$ cat src/rtl/rr_sel4_pkg.sv
// rr_sel4 shared constants and types.
// Imported by the picker, the interface and the top.
package rr_pkg;

    localparam int N_CH  = 4;
    localparam int SEL_W = 2;
    localparam int CNT_W = 4;

    typedef enum logic {
        IDLE,
        GRANT
    } state_t;

endpackage

$ cat src/rtl/rr_sel4_if.sv
// Handshake bundle between the requesting channels,
// the select generator and the consumer of mux output y.
interface rr_sel4_if;
    import rr_pkg::*;

    logic [N_CH-1:0]  req;
    logic             out_ready;
    logic [SEL_W-1:0] s;
    logic [N_CH-1:0]  grant;
    logic             out_valid;
    logic             last;

    modport master (
        input  req,
        input  out_ready,
        output s,
        output grant,
        output out_valid,
        output last
    );

    modport slave (
        output req,
        output out_ready,
        input  s,
        input  grant,
        input  out_valid,
        input  last
    );

endinterface

$ cat src/rtl/rr_sel4_pick4.sv
// Rotating-priority picker: first set req at or above ptr,
// wrapping mod 4.
module rr_pick4
    import rr_pkg::*;
(
    input  logic [N_CH-1:0]  req,
    input  logic [SEL_W-1:0] ptr,
    output logic [SEL_W-1:0] idx,
    output logic             any
);

    logic [SEL_W-1:0] cand;

    // Walk offsets from farthest to nearest so the nearest wins.
    always_comb begin
        idx  = ptr;
        cand = '0;
        any  = |req;
        for (int k = N_CH - 1; k >= 0; k--) begin
            cand = ptr + SEL_W'(k);
            if (req[cand]) begin
                idx = cand;
            end
        end
    end

endmodule

$ cat src/rtl/rr_sel4.sv
// Round-robin select generator driving mux4_8 s, holding
// each grant until accepted, up to BURST transfers per grant.
module rr_sel4
    import rr_pkg::*;
#(
    parameter int BURST = 1
) (
    input  logic      clk,
    input  logic      reset,
    rr_sel4_if.master bus
);

    localparam logic [CNT_W-1:0] CNT_MAX = CNT_W'(BURST - 1);

    state_t           state, state_nx;
    logic [SEL_W-1:0] s_q, s_nx;
    logic [SEL_W-1:0] ptr_q, ptr_nx;
    logic [N_CH-1:0]  grant_q, grant_nx;
    logic             valid_q, valid_nx;
    logic [CNT_W-1:0] cnt_q, cnt_nx;

    logic [SEL_W-1:0] pick_ptr;
    logic [SEL_W-1:0] pick_idx;
    logic             pick_any;
    logic             xfer;
    logic             at_end;

    assign xfer   = valid_q && bus.out_ready;
    assign at_end = (cnt_q == CNT_MAX) || !bus.req[s_q];

    // On release the owner drops to lowest priority; idle
    // arbitration starts from the stored pointer.
    assign pick_ptr = (state == GRANT) ? s_q + SEL_W'(1)
                                       : ptr_q;

    rr_pick4 u_pick (
        .req (bus.req),
        .ptr (pick_ptr),
        .idx (pick_idx),
        .any (pick_any)
    );

    // Next-state: grant, burst count, release and re-pick.
    always_comb begin
        state_nx = state;
        s_nx     = s_q;
        ptr_nx   = ptr_q;
        grant_nx = grant_q;
        valid_nx = valid_q;
        cnt_nx   = cnt_q;
        unique case (state)
            IDLE: begin
                if (pick_any) begin
                    s_nx     = pick_idx;
                    grant_nx = N_CH'(1) << pick_idx;
                    cnt_nx   = '0;
                    valid_nx = 1'b1;
                    state_nx = GRANT;
                end
            end
            GRANT: begin
                if (xfer) begin
                    if (!at_end) begin
                        cnt_nx = cnt_q + CNT_W'(1);
                    end else begin
                        ptr_nx = s_q + SEL_W'(1);
                        cnt_nx = '0;
                        if (pick_any) begin
                            s_nx     = pick_idx;
                            grant_nx = N_CH'(1) << pick_idx;
                        end else begin
                            valid_nx = 1'b0;
                            grant_nx = '0;
                            state_nx = IDLE;
                        end
                    end
                end
            end
            default: begin
                state_nx = IDLE;
            end
        endcase
    end

    // State register with asynchronous clear.
    always_ff @(posedge clk or posedge reset) begin
        if (reset) begin
            state   <= IDLE;
            s_q     <= '0;
            ptr_q   <= '0;
            grant_q <= '0;
            valid_q <= 1'b0;
            cnt_q   <= '0;
        end else begin
            state   <= state_nx;
            s_q     <= s_nx;
            ptr_q   <= ptr_nx;
            grant_q <= grant_nx;
            valid_q <= valid_nx;
            cnt_q   <= cnt_nx;
        end
    end

    assign bus.s         = s_q;
    assign bus.grant     = grant_q;
    assign bus.out_valid = valid_q;
    assign bus.last      = valid_q && at_end;

endmodule

$ cat src/flat_wrapper.sv
// flat-port wrapper written by rule: the top's interface ports become plain ports
module rr_sel4_flat import rr_pkg::*;
#(
    parameter int BURST = 1
)
  (clk, reset, bus_req, bus_out_ready, bus_s, bus_grant, bus_out_valid, bus_last);
  rr_sel4_if bus_i ();
  input  logic clk;
  input  logic reset;
  input wire logic [$bits(bus_i.req)-1:0] bus_req;
  input wire logic [$bits(bus_i.out_ready)-1:0] bus_out_ready;
  output wire logic [$bits(bus_i.s)-1:0] bus_s;
  output wire logic [$bits(bus_i.grant)-1:0] bus_grant;
  output wire logic [$bits(bus_i.out_valid)-1:0] bus_out_valid;
  output wire logic [$bits(bus_i.last)-1:0] bus_last;
  assign bus_i.req = bus_req;
  assign bus_i.out_ready = bus_out_ready;
  assign bus_s = bus_i.s;
  assign bus_grant = bus_i.grant;
  assign bus_out_valid = bus_i.out_valid;
  assign bus_last = bus_i.last;
  rr_sel4 #(.BURST(BURST)) u_core (.clk(clk), .reset(reset), .bus(bus_i));
endmodule
$ cat config.mk
export PLATFORM = sky130hd
export DESIGN_NAME = rr_sel4_flat
export DESIGN_NICKNAME = d
export VERILOG_FILES = /design/src/rtl/rr_sel4_pkg.sv /design/src/rtl/rr_sel4_if.sv /design/src/rtl/rr_sel4_pick4.sv /design/src/rtl/rr_sel4.sv /design/src/flat_wrapper.sv
export SDC_FILE = /design/constraint.sdc
export NUM_CORES = 1
export LEC_CHECK = 0
export ABC_AREA = 1
export BUFFER_PORTS_ARGS = -buffer_cell sky130_fd_sc_hd__buf_4
export CORE_MARGIN = 3
export CORE_UTILIZATION = 30
export DETAILED_ROUTE_END_ITERATION = 8
export GPL_ROUTABILITY_DRIVEN = 0
export GPL_TIMING_DRIVEN = 0
export SLEW_MARGIN = 10
export SYNTH_ARGS = -nofsm -noshare
export SYNTH_HDL_FRONTEND = slang
export SYNTH_SLANG_ARGS = --single-unit
$ cat constraint.sdc
create_clock -name clk -period 2 [get_ports clk]
set_input_delay 0 -clock clk [delete_from_list [all_inputs] [get_ports clk]]
set_output_delay 0 -clock clk [all_outputs]
set_load 0.005 [all_outputs]
## Yosys cells after proc, flatten, opt, wreduce, memory -nomap -nowiden

Index checks and enable logic that the tools add are counted.

| cells by class | value |
|---|---|
| add/subtract/negate cells | 5 |
| multiply operators | 0 |
| divide/modulo/power cells | 0 |
| $lt $le $gt $ge | 5 |
| eq/ne operators | 4 |
| shifts and indexed selects | 1 |
| muxes and demuxes | 37 |
| bitwise logic cells | 1 |
| reductions and logical operators | 11 |

Operators with widths:

| operator | number |
|---|---|
| 2-to-1 mux 4 bit | 7 |
| 2-to-1 mux 2 bit | 8 |
| case mux 4 bit (2 select lines) | 2 |
| less-than comparator 2 x 3 -> 1 bit, second input constant | 5 |
| 2-to-1 mux 1 bit | 12 |
| binary-select mux 1 bit (select 2 bit) | 5 |
| != test 2 bit, second input constant | 3 |
| AND reduction 3 bit | 2 |
| adder 2 x 1 -> 2 bit, second input constant | 2 |
| adder 2 bit, second input constant | 2 |
| adder 4 x 1 -> 4 bit, second input constant | 1 |
| logical NOT 4 bit | 1 |
| case mux 1 bit (2 select lines) | 2 |
| case mux 2 bit (2 select lines) | 1 |
| AND reduction 2 bit | 2 |
| AND reduction 4 bit | 1 |
| OR reduction 4 bit | 1 |
| << shifter 1 x 2 -> 4 bit, first input constant | 1 |
| logical AND 1 bit | 2 |
| != test 2 x 1 -> 1 bit, second input constant | 1 |
| logical NOT 1 bit | 1 |
| logical OR 1 bit | 1 |
| inverter 1 bit | 1 |

| storage, ports and cells | value |
|---|---|
| register bits | 14 |
| bits in latches | 0 |
| bits in writable memories | 0 |
| bits in read-only memories | 0 |
| memories kept | 0 |

## Depth between registers and ports, before layout

Gate-level depths: netlist of run 1.

| depth | value |
|---|---|
| depth in word-level cells | 14 |
| depth in mapped cells | 16 |
| gate-level depth less buffers | 15 |

## Hierarchy

Synthesis of run 1 repeated with hierarchy kept, for this count alone.

| unflattened totals | value |
|---|---|
| cell total of the unflattened synthesis | 149 |
| area total of the unflattened synthesis | 980.9 µm² |

By module, submodules not included:

| module | instances | cells an instance | area an instance (µm²) | sequential area each (µm²) |
|---|---|---|---|---|
| rr_sel4 | 1 | 99 | 763.2 | 350.3 |
| rr_pick4 | 1 | 50 | 217.7 | 0.0 |

## Least setup slack after synthesis of run 1

No wires, ideal clock.

| timing path | value |
|---|---|
| path kind | reg2reg |
| from | reg u_core.state |
| to | reg u_core.grant_q[0] (netlist: u_core.bus.grant[0]) |
| library setup time | 0.116 ns |
| data arrival time | 1.426 ns |
| required time | 1.884 ns |
| path slack | 0.458 ns |
| stages on the path, launching flop included | 15 |
| path buffers | 2 |
| period minus slack after synthesis | 1.542 ns |
| cell sequence | dfrtp_1 > buf_6 > nand2_1 > o21ai_2 > buf_6 > o21ai_0 > nand3_1 > nand3_1 > nand2_1 > nand2_1 > nand2_2 > nand2_1 > nand2_1 > nand2_1 > nand2_1 |

| between the ends | value |
|---|---|
| cells in the longest elaborated chain, start to end | 13 |

RTL lines:

| element | line | text |
|---|---|---|
| from (decl) | rr_sel4.sv:15 | `state_t state, state_nx;` |
| from (signal assigned) | rr_sel4.sv:95 | `state <= state_nx;` |
| 2-to-1 mux 2 bit | rr_sel4.sv:33 | `assign pick_ptr = (state == GRANT) ? s_q + SEL_W'(1)` |
| adder 2 bit | rr_sel4_pick4.sv:20 | `cand = ptr + SEL_W'(k);` |
| binary-select mux 1 bit (select 2 bit) | rr_sel4_pick4.sv:21 | `if (req[cand]) begin` |
| 2-to-1 mux 1 bit (not written as such) | rr_sel4_pick4.sv:21 |  |
| 2-to-1 mux 2 bit (4 in a row) | rr_sel4_pick4.sv:21 |  |
| << shifter 1 x 2 -> 4 bit | rr_sel4.sv:55, rr_sel4.sv:70 |  |
| 2-to-1 mux 4 bit | rr_sel4.sv:68 | `if (pick_any) begin` |
| 2-to-1 mux 4 bit | rr_sel4.sv:63 | `if (!at_end) begin` |
| 2-to-1 mux 4 bit | rr_sel4.sv:62 | `if (xfer) begin` |
| case mux 4 bit (2 select lines) | rr_sel4.sv:51 | `unique case (state)` |
| to (signal assigned) | rr_sel4.sv:98 | `grant_q <= grant_nx;` |
| to (decl) | rr_sel4.sv:18 | `logic [N_CH-1:0] grant_q, grant_nx;` |

Parallel ways exist; a longest one is shown, timed or not. The select of a mux whose other input is x is not followed.
A chain may end at the register's enable or synchronous reset.

## Final worst setup path of run 1

| timing path | value |
|---|---|
| from | in bus_req[3] |
| to | reg u_core.cnt_q[3] |

| between the ends | value |
|---|---|
| cells in the longest elaborated chain, start to end | 7 |

RTL lines:

| element | line | text |
|---|---|---|
| from (decl) | flat_wrapper.sv:10 | `input wire logic [$bits(bus_i.req)-1:0] bus_req;` |
| binary-select mux 1 bit (select 2 bit) | rr_sel4.sv:29 | `assign at_end = (cnt_q == CNT_MAX) \|\| !bus.req[s_q];` |
| 2-to-1 mux 1 bit (not written as such) | rr_sel4.sv:29 |  |
| logical NOT 1 bit | rr_sel4.sv:29 |  |
| logical OR 1 bit | rr_sel4.sv:29 |  |
| 2-to-1 mux 4 bit | rr_sel4.sv:63 |  |
| 2-to-1 mux 4 bit | rr_sel4.sv:62 |  |
| case mux 4 bit (2 select lines) | rr_sel4.sv:51 |  |
| to (signal assigned) | rr_sel4.sv:100 | `cnt_q <= cnt_nx;` |
| to (decl) | rr_sel4.sv:20 | `logic [CNT_W-1:0] cnt_q, cnt_nx;` |

Parallel ways exist; a longest one is shown, timed or not. The select of a mux whose other input is x is not followed.

==> results of run 1 <==
==> synthesized netlist by cell type <==
cell       n
a21boi_0   1
a21boi_4   1
a21oi_1    4
buf_6      2
dfrtp_1   14
ha_1       2
inv_1     18
inv_2      1
nand2_1   60
nand2_2    5
nand2_4    1
nand3_1   14
nand3_2    1
nand4_1    1
nor2_1     5
nor2_2     1
nor4_1     1
o211ai_1   1
o21ai_0    9
o21ai_1    1
o21ai_2    1
o21ai_4    1
o22ai_1    1
or2_2      1
xor2_1     2
==> registers in the layout, indices dropped and copies added, names as in the netlist <==
| name | count |
|---|---|
| u_core.bus.grant | 4 |
| u_core.state | 1 |
| u_core.ptr_q | 2 |
| u_core.bus.s | 2 |
| u_core.cnt_q | 4 |
| u_core.bus.out_valid | 1 |
==> final cells by class <==
type / count / area [um2]
repair buffers: 18 / 142.6
multi-input cells: 114 / 569.3
inverters: 19 / 73.82
well taps: 44 / 55.05
clock buffers: 4 / 36.28
flip-flops and latches: 14 / 351.6
plain buffers: 2 / 22.52
fillers: 331 / 1877
==> worst max-delay path: cells and delay by family <==
kind	cells	cell delay, ns
compound gates	1	0.21
xor+xnor	1	0.16
buf+inv	3	0.78
simple gates	4	0.80
==> metrics by stage <==
step	hold slack [ns]	cell area, um2	power (mW)
floorplan	-0.1108	1013	1.193
global placement	0.07767	1174	1.436
detailed placement	0.07489	1174	1.461
CTS	0.01212	1240	1.676
global route	0.04786	1251	1.875
finish	0.02178	1251	1.671
==> placed cells by master (no fill, tap or decap), types with 3 or more instances in the layout <==
master,instances
nand3_1,14
o21ai_0,8
clkbuf_4,3
buf_4,15
nand2_1,60
inv_1,18
a21oi_1,4
dlygate4sd3_1,3
dfrtp_1,13
nand2_2,5
nor2_1,5
==> cells by family (layout without fill, tap and decap cells) <==
family,count (synthesis),after routing
xor+xnor,2,2
flops,14,14
fa+ha+maj,2,2
compound gates,20,20
buf+inv,21,43
simple gates,90,90
==> power by group through the flow <==
| stage | logic [mW] | clock network (mW) | registers (mW) |
|---|---|---|---|
| after detailed placement | 1.02 | 0 | 0.445 |
| after global placement | 0.995 | 0 | 0.441 |
| final | 1.03 | 0.201 | 0.437 |
| after CTS | 1.02 | 0.211 | 0.440 |
| after global routing | 1.20 | 0.224 | 0.450 |
| after floorplan | 0.761 | 0 | 0.432 |
==> routing by layer <==
layer  global-route usage [%]  vias up  share of wire (%)
li1                         -      515                  -
met1                    15.11      448                 47
met2                    21.29       15                 49
met3                    1.757        0                3.7
met4                    2.375        0                  0
met5                        0        -                  0
==> worst min-delay path by stage <==
| stage | from | depth (start not counted) | endpoint |
|---|---|---|---|
| after global placement | reset | 2 | u_core.cnt_q[2] |
| after detailed placement | reset | 2 | u_core.cnt_q[3] |
| final | bus_out_ready | 4 | u_core.state |
| after global routing | bus_out_ready | 4 | u_core.state |
| after CTS | bus_out_ready | 4 | u_core.state |
| after floorplan | reset | 1 | u_core.bus.grant[0] |
==> repair_timing <==
action	CTS	global route
buffers inserted	0	1
resized for setup	0	3
hold buffers	3	0
hold endpoints to repair	15	0
setup endpoints to repair	0	2
==> impl_metrics.toml, run 1 <==
[run_status]
status = "complete, no violations"

[logic_synthesis]
syn-mean-instance-area_um2 = 6.802
netlist_top_cells_area = "dfrtp_1 (35%), nand2_1 (22%), nand3_1 (6.9%), inv_1 (6.7%), o21ai_0 (4.4%)"
synth_nets = 158
yosysUniqueCellTypes = 25
synth_compound_area_share_pct = 13.33
seq_area_frac_synth_pct = 34.57
synthSimpleGateAreaFrac_pct = 38.64
synthMuxAreaShare_pct = 0
yosysWarningCount = 0
syn_inst = 149
ys_ff_latch = 14
synthesis.area_mm2 = 0.001013
synth_top_area_share_pct = 34.57
synthAdderAreaFrac_pct = 2.469
synth_top_area_cell = "dfrtp_1"
synth_top_family_by_area = "simple AND/OR/NAND/NOR gates"
synth-xor-area-share_pct = 1.728

[clocking]
cts_sinks = 14
cts_buffer_depth = 2
clk_latency_ns = 0.27
clockRootBuffer = "clkbuf_4"
cts_buffers = 3
cts_tree = "done"
clkSlewWorstSetupHoldPaths_ns = 0.08
htreeDepth = 1

[setup_path]
path_class = "in -> reg"
crit_arrival_ns = 1.97
r2r_end = "u_core.bus.grant[2]"
cpPeakStageDelay_ns = 0.55
crit_start = "bus_req[3]"
path_cells = "dlygate4sd3_1 > buf_4 > nor4_1 > nor2_1 > inv_1 > o21ai_0 > nand4_1 > xor2_1 > nor2_1"
cp-end-kind = "flop"
rr_worst_depth = 15
worstPathMaxFanout = 6
cp_slowest_cell = "dlygate4sd3_1"
crit_top_cell = "nor2_1"
start_kind = "primary input"
rrSetupSlack_ns = 0.26
crit_end = "u_core.cnt_q[3]"
cp.required_ns = 2.17
r2r-start = "u_core.state"

[final_layout]
final_cells = 215
diodes = 0
area_growth_pct = 23.46
drive_gt1_share_pct = 20.47
utilization_pct = 40.00
fin_nets = 181

[power_and_ir_drop]
ir_worst_vdd_mv = 0.4377
internal_power_mw = 0.8907
powerDensity_mw_per_mm2 = 1335
clock_power_share_pct = 12.1
seqPwrFrac_pct = 26.2
p_sw_share_pct = 46.68
p_leak_nw = 0.6947
p_switching_mw = 0.7799
combPwrFrac_pct = 61.8

[timing]
finalCritPeriodShare_pct = 90.20
fin_crit_ns = 1.804
maxClockFrequency_mhz = 554.3
finalSetupViolCount = 0
finalHoldViolCount = 0
tightest_slew_ns = 0.6048
finalSetupTns_ns = 0
clock_skew_ns = 0.001244
rsz0062_at_grt = "false"
fin_ws_ns = 0.1960
timing.slew.headroom_pct = 59.31
final_max_slew_viol_count = 0

[hold_path]
min_path_type = "in -> reg"

[die]
die_h_um = 64.12
core_mm2 = 0.003128
ios = 15
dieArea_mm2 = 0.004111
dieWidth_um = 64.12
placementRows = 20
start_util_pct = 32.40

[global_routing]
grt_pass1_vias = 973
track_usage_pct = 11.90
overflow = 0
grt_start_max_net_pins = 15
grt_pass1_wl_um = 4057
antenna_found_initial = 0

[detailed_routing]
route.detailed.drc = 0
drtIter0Drc = 89
drt_wl_total_um = 2221
final_antenna_net_count = 0
wl_per_cell_um = 10.33
firstDrtPassIters = 4
routed_via_density = 4.549
vias = 978

[placement]
io_buffers = 14
place_ws_ns = 0.2234
post-dp-hpwl_um = 1751
dpl.cell_count = 207

[flow_run]
maxCapViolations = 0
Power figures use the tool's default switching activity.
==> inputs of run 2 (changes only) <==
--- a/config.mk
+++ b/config.mk
@@ -12,7 +12,8 @@
 export DETAILED_ROUTE_END_ITERATION = 8
 export GPL_ROUTABILITY_DRIVEN = 0
 export GPL_TIMING_DRIVEN = 0
-export SLEW_MARGIN = 10
+export REMOVE_ABC_BUFFERS = 1
+export SLEW_MARGIN = 0
 export SYNTH_ARGS = -nofsm -noshare
 export SYNTH_HDL_FRONTEND = slang
 export SYNTH_SLANG_ARGS = --single-unit
==> run 2 against run 1 <==
Effect of this change:
- routed wire length rose by 2.6%
- first-iteration DRC count fell by 7.9%
- highest routed layer is now met4
- critical path type is now reg -> reg
- register-to-register slack got worse by 0.04 ns
==> impl_metrics.toml, run 2 (synthesis gave the netlist of run 1 again) <==
[run_status]
status = "complete, no violations"

[timing]
fin_ws_ns = 0.2182
rsz0062_at_grt = "false"
fin_crit_ns = 1.782
finalHoldViolCount = 0
finalCritPeriodShare_pct = 89.09
final_max_slew_viol_count = 0
maxClockFrequency_mhz = 561.2
tightest_slew_ns = 0.5704
clock_skew_ns = 0.001276
finalSetupViolCount = 0
finalSetupTns_ns = 0
timing.slew.headroom_pct = 61.57

[setup_path]
r2r_end = "u_core.bus.grant[2]"
cp-end-kind = "flop"
path_class = "reg -> reg"
worstPathMaxFanout = 11
rrSetupSlack_ns = 0.22
crit_arrival_ns = 2.00
cp.required_ns = 2.22
r2r-start = "u_core.state"
start_kind = "flop"
rr_worst_depth = 13

[clocking]
cts_buffers = 3
cts_sinks = 14
clkSlewWorstSetupHoldPaths_ns = 0.09
cts_tree = "done"
clk_latency_ns = 0.28
cts_buffer_depth = 2
htreeDepth = 1
clockRootBuffer = "clkbuf_4"

[detailed_routing]
route.detailed.drc = 0
drt_wl_total_um = 2279
drtIter0Drc = 82
vias = 1018
final_antenna_net_count = 0
wl_per_cell_um = 10.75
firstDrtPassIters = 4
routed_via_density = 4.802

[final_layout]
final_common_cell = "nand2_1"
fin_nets = 178
area_growth_pct = 21.85
final_cell_mix = "nand2_1 (59), inv_1 (18), nand3_1 (14), buf_4 (14), dfrtp_1 (13)"
drive_gt1_share_pct = 20.24
utilization_pct = 39.48
diodes = 0

[placement]
place_ws_ns = 0.07535
post-dp-hpwl_um = 1777
io_buffers = 14

[die]
ios = 15
start_util_pct = 32.40
die_h_um = 64.12
dieWidth_um = 64.12
dieArea_mm2 = 0.004111
core_mm2 = 0.003128
placementRows = 20

[hold_path]
hold_path_end = "u_core.state"
min_path_type = "in -> reg"
worstHoldStart = "bus_out_ready"
holdPathStages = 4

[global_routing]
overflow = 0
grt_start_max_net_pins = 15
grt_pass1_wl_um = 4071
track_usage_pct = 12.04
grt_pass1_vias = 964
antenna_found_initial = 0

[flow_run]
maxCapViolations = 0

[power_and_ir_drop]
powerDensity_mw_per_mm2 = 1337
ir_worst_vdd_mv = 0.4679
p_leak_nw = 0.6803
-- run 2: worst max-delay path: stages (launching register included) --
cell and delay [ns]:
dfrtp_2 0.49, o21ai_4 0.29, nand2_1 0.11, nand2_1 0.11
nand2_1 0.05, nand2_1 0.06, nand3_1 0.07, nand2_1 0.09
nand2_1 0.05, nand2_1 0.07, nand2_1 0.06, nor2_2 0.12
nand2_1 0.07, nand2_1 0.06
-- run 2: through the flow --
stage / hold slack, ns / power [mW] / instances / instance area [um2]
2_1_floorplan: -0.1108 / 1.169 / 147 / 991.0
5_1_grt: 0.04380 / 1.847 / 212 / 1235
4_1_cts: 0.008583 / 1.656 / 212 / 1217
3_5_place_dp: 0.07952 / 1.442 / 205 / 1151
6_report: 0.01394 / 1.651 / 212 / 1235
3_3_place_gp: 0.07572 / 1.414 / 205 / 1151
-- run 2: what timing repair did --
item / 4_1_cts / 5_1_grt
setup endpoints to repair: 0 / 6
endpoints found under the hold margin: 15 / 0
hold buffers: 3 / 0
setup buffers: 0 / 0
resized for setup: 0 / 4
-- run 2: worst max-delay path by stage --
stage	cells past startpoint	endpoint	from	slack [ns]
global route	14	u_core.bus.grant[2]	u_core.bus.s[0]	0.004
CTS	13	u_core.bus.grant[2]	u_core.state	0.06
detailed placement	13	u_core.bus.grant[2]	u_core.state	0.08
finish	13	u_core.bus.grant[2]	u_core.state	0.22
floorplan	11	u_core.bus.grant[3]	u_core.state	0.38
global placement	13	u_core.bus.grant[2]	u_core.state	0.14
-- run 2: per-layer routing --
layer / track usage, % / share of wire (%)
met1: 14.67 / 46
met2: 21.81 / 49
met3: 1.406 / 3.9
met4: 3.958 / 0.48
met5: 0 / 0
-- run 2: final cells by class --
cell class	instances	area (um2)
repair buffers	17	135.1
clock buffers	4	36.28
flip-flops and latches	14	351.6
multi-input cells	114	585.6
fillers	343	1893
inverters	19	71.32
well taps	44	55.05
-- run 2: where the power goes --
part	total (mW)	switching [mW]	internal [mW]
clock	0.205	0.0940	0.111
combinational	1.00	0.613	0.390
sequential	0.443	0.0822	0.361
total	1.65	0.790	0.861
==> inputs of run 3 (changes only) <==
--- a/config.mk
+++ b/config.mk
@@ -5,9 +5,9 @@
 export SDC_FILE = /design/constraint.sdc
 export NUM_CORES = 1
 export LEC_CHECK = 0
-export ABC_AREA = 1
+export ABC_AREA = 0
 export BUFFER_PORTS_ARGS = -buffer_cell sky130_fd_sc_hd__buf_4
-export CORE_MARGIN = 3
+export CORE_MARGIN = 5
 export CORE_UTILIZATION = 30
 export DETAILED_ROUTE_END_ITERATION = 8
 export GPL_ROUTABILITY_DRIVEN = 0
==> run 3 against run 2 <==
Effect of this change:
- critical path type unchanged
- final cell count fell by 17%
- maximum frequency fell by 6.9%
- first-iteration DRC count is 41% lower
- combinational power decreased by 33%
- largest cell class unchanged
- power shrank 22%
==> impl_metrics.toml, run 3 <==
[die]
dieWidth_um = 67.51
dieArea_mm2 = 0.004558
core_mm2 = 0.003103
start_util_pct = 31.98
ios = 15
die_h_um = 67.51
placementRows = 20

[timing]
fin_crit_ns = 1.914
tightest_slew_ns = 0.6360
final_max_slew_viol_count = 0
finalCritPeriodShare_pct = 95.71
finalSetupTns_ns = 0
finalHoldViolCount = 0
timing.slew.headroom_pct = 57.21
clock_skew_ns = 0.002567
rsz0062_at_grt = "true"
maxClockFrequency_mhz = 522.4
finalSetupViolCount = 0

[detailed_routing]
firstDrtPassIters = 4
drt_wl_total_um = 2336
drtIter0Drc = 48
wl_per_cell_um = 13.20
vias = 952
final_antenna_net_count = 0
route.detailed.drc = 0
routed_via_density = 5.379

[setup_path]
cp_slowest_cell = "dfrtp_1"
worstPathMaxFanout = 5
crit_arrival_ns = 2.08
cp.required_ns = 2.17
path_cells = "inv_1 > ha_1 > or3b_4 > nand2_4 > nand3_1 > a21oi_2 > mux2_1"
path_class = "reg -> reg"
start_kind = "flop"
cpLargestDelayFamily = "simple AND/OR/NAND/NOR gates"
cpPeakStageDelay_ns = 0.43
cp-end-kind = "flop"
cp_num_buf_inv = 1

[final_layout]
final_cell_mix = "buf_4 (20), nand2_1 (15), dfrtp_1 (12), nor2_1 (7), inv_1 (7)"
diodes = 0
fin_nets = 144
drive_gt1_share_pct = 27.82
area_growth_pct = 22.45
final_common_cell = "buf_4"

[logic_synthesis]
yosysUniqueCellTypes = 43
yosysMostFrequentCell = "nand2_1"
synth-async-reset-ratio_pct = 100.0
syn-mean-instance-area_um2 = 8.553
synth_edf_count = 0
seq_area_frac_synth_pct = 35.31
synthesis.area_um2 = 992.2
yosys-top-cells-count = "nand2_1 (16), dfrtp_1 (14), inv_1 (7), nor2_1 (7), o21ai_0 (5)"
ys_ff_latch = 14
synthFlopType = "dfrtp_1"
yosysWarningCount = 0
synth_top_area_share_pct = 35.31
netlist_top_cells_area = "dfrtp_1 (35%), nand2_1 (6.1%), o31ai_1 (3.0%), inv_1 (2.6%), nor2_1 (2.6%)"
synth_top_area_cell = "dfrtp_1"
syn_inst = 116

[clocking]
clk_latency_ns = 0.28
clkSlewWorstSetupHoldPaths_ns = 0.08
cts_buffer_depth = 2
cts_sinks = 14
htreeDepth = 1
cts_buffers = 3
cts_tree = "done"
clockRootBuffer = "clkbuf_4"

[hold_path]
min_path_type = "in -> reg"

[run_status]
status = "complete, no violations"

[power_and_ir_drop]
ir_worst_vdd_mv = 0.3652
powerDensity_mw_per_mm2 = 1058
p_leak_nw = 0.5424
power_mw = 1.286

[global_routing]
track_usage_pct = 11.89
grt_start_max_net_pins = 19
grt_pass1_wl_um = 4126
grt_pass1_vias = 895
antenna_found_initial = 0
overflow = 0

[flow_run]
maxCapViolations = 0

[placement]
io_buffers = 14
post-dp-hpwl_um = 1717
==> run 3: layer usage <==
| metal | vias to the layer above | global-route usage, % | wire (um) |
|---|---|---|---|
| met1 | 444 | 15.03 | 1055 |
| met5 | - | 0 | 0 |
| met3 | 7 | 3.993 | 138 |
| met4 | 0 | 4.051 | 42 |
| li1 | 463 | - | - |
| met2 | 38 | 18.83 | 1101 |
==> run 3: kinds of logic (layout without fill, tap and decap cells) <==
kind of cell / count (synthesis) / after routing / synth area share, %
and+or+nand+nor: 48 / 48 / 24.21
AOI/OAI and AO/OA: 32 / 32 / 23.33
DFF: 14 / 14 / 35.31
buffers and inverters: 14 / 31 / 7.188
muxes: 4 / 4 / 5.674
adders and majority gates: 2 / 2 / 2.522
xor gates and xnor gates: 2 / 2 / 1.766
==> run 3: power breakdown <==
group / switching [mW] / internal, mW
combinational: 0.335 / 0.330
sequential: 0.0891 / 0.372
clock: 0.0888 / 0.0700
total: 0.513 / 0.772
==> run 3: layout make-up <==
type                       count  area, um2
timing repair buffer          21      160.2
tap                           44      55.05
multi-input combinational     88      598.1
sequential                    14      352.8
inverter                       7      26.28
fill                         331       1888
clock buffer                   3      22.52
==> run 3: worst min-delay path, delay by kind of cell <==
| family | cells | cell delay, ns |
|---|---|---|
| buffers and inverters | 1 | 0.12 |
| and+or+nand+nor | 2 | 0.16 |
==> run 3: worst paths after layout <==
path                                       end           startpoint  cells past startpoint  slack [ns]
hold / removal                    u_core.state           bus_req[1]                      3        0.04
hold reg to reg            u_core.bus.grant[0]  u_core.bus.grant[0]                      2        0.49
setup reg to reg               u_core.bus.s[0]      u_core.cnt_q[0]                      7        0.09
setup / recovery               u_core.bus.s[0]      u_core.cnt_q[0]                      7        0.09
max in group asynchronous         u_core.state                reset                      3        1.30
min in group asynchronous  u_core.bus.grant[1]                reset                      3        0.31
==> run 3: per-stage QoR <==
step	cell area, um2	hold slack, ns	setup slack [ns]	util, %	cells
6_report	1215	0.03579	0.08585	39.15	177
5_1_grt	1215	0.05368	-0.02927	39.15	177
3_3_place_gp	1107	0.08639	-0.3059	35.69	167
3_5_place_dp	1107	0.08598	-0.3257	35.69	167
2_1_floorplan	947.2	-0.1108	-0.08021	-	109
4_1_cts	1187	0.02214	0.01693	38.27	175
==> run 3: what timing repair did <==
action	in CTS	in global routing
pin swaps	1	4
resized for setup	5	4
hold buffers	1	0
endpoints found under the hold margin	14	0
setup buffers	4	2
endpoints found under the setup margin	8	7
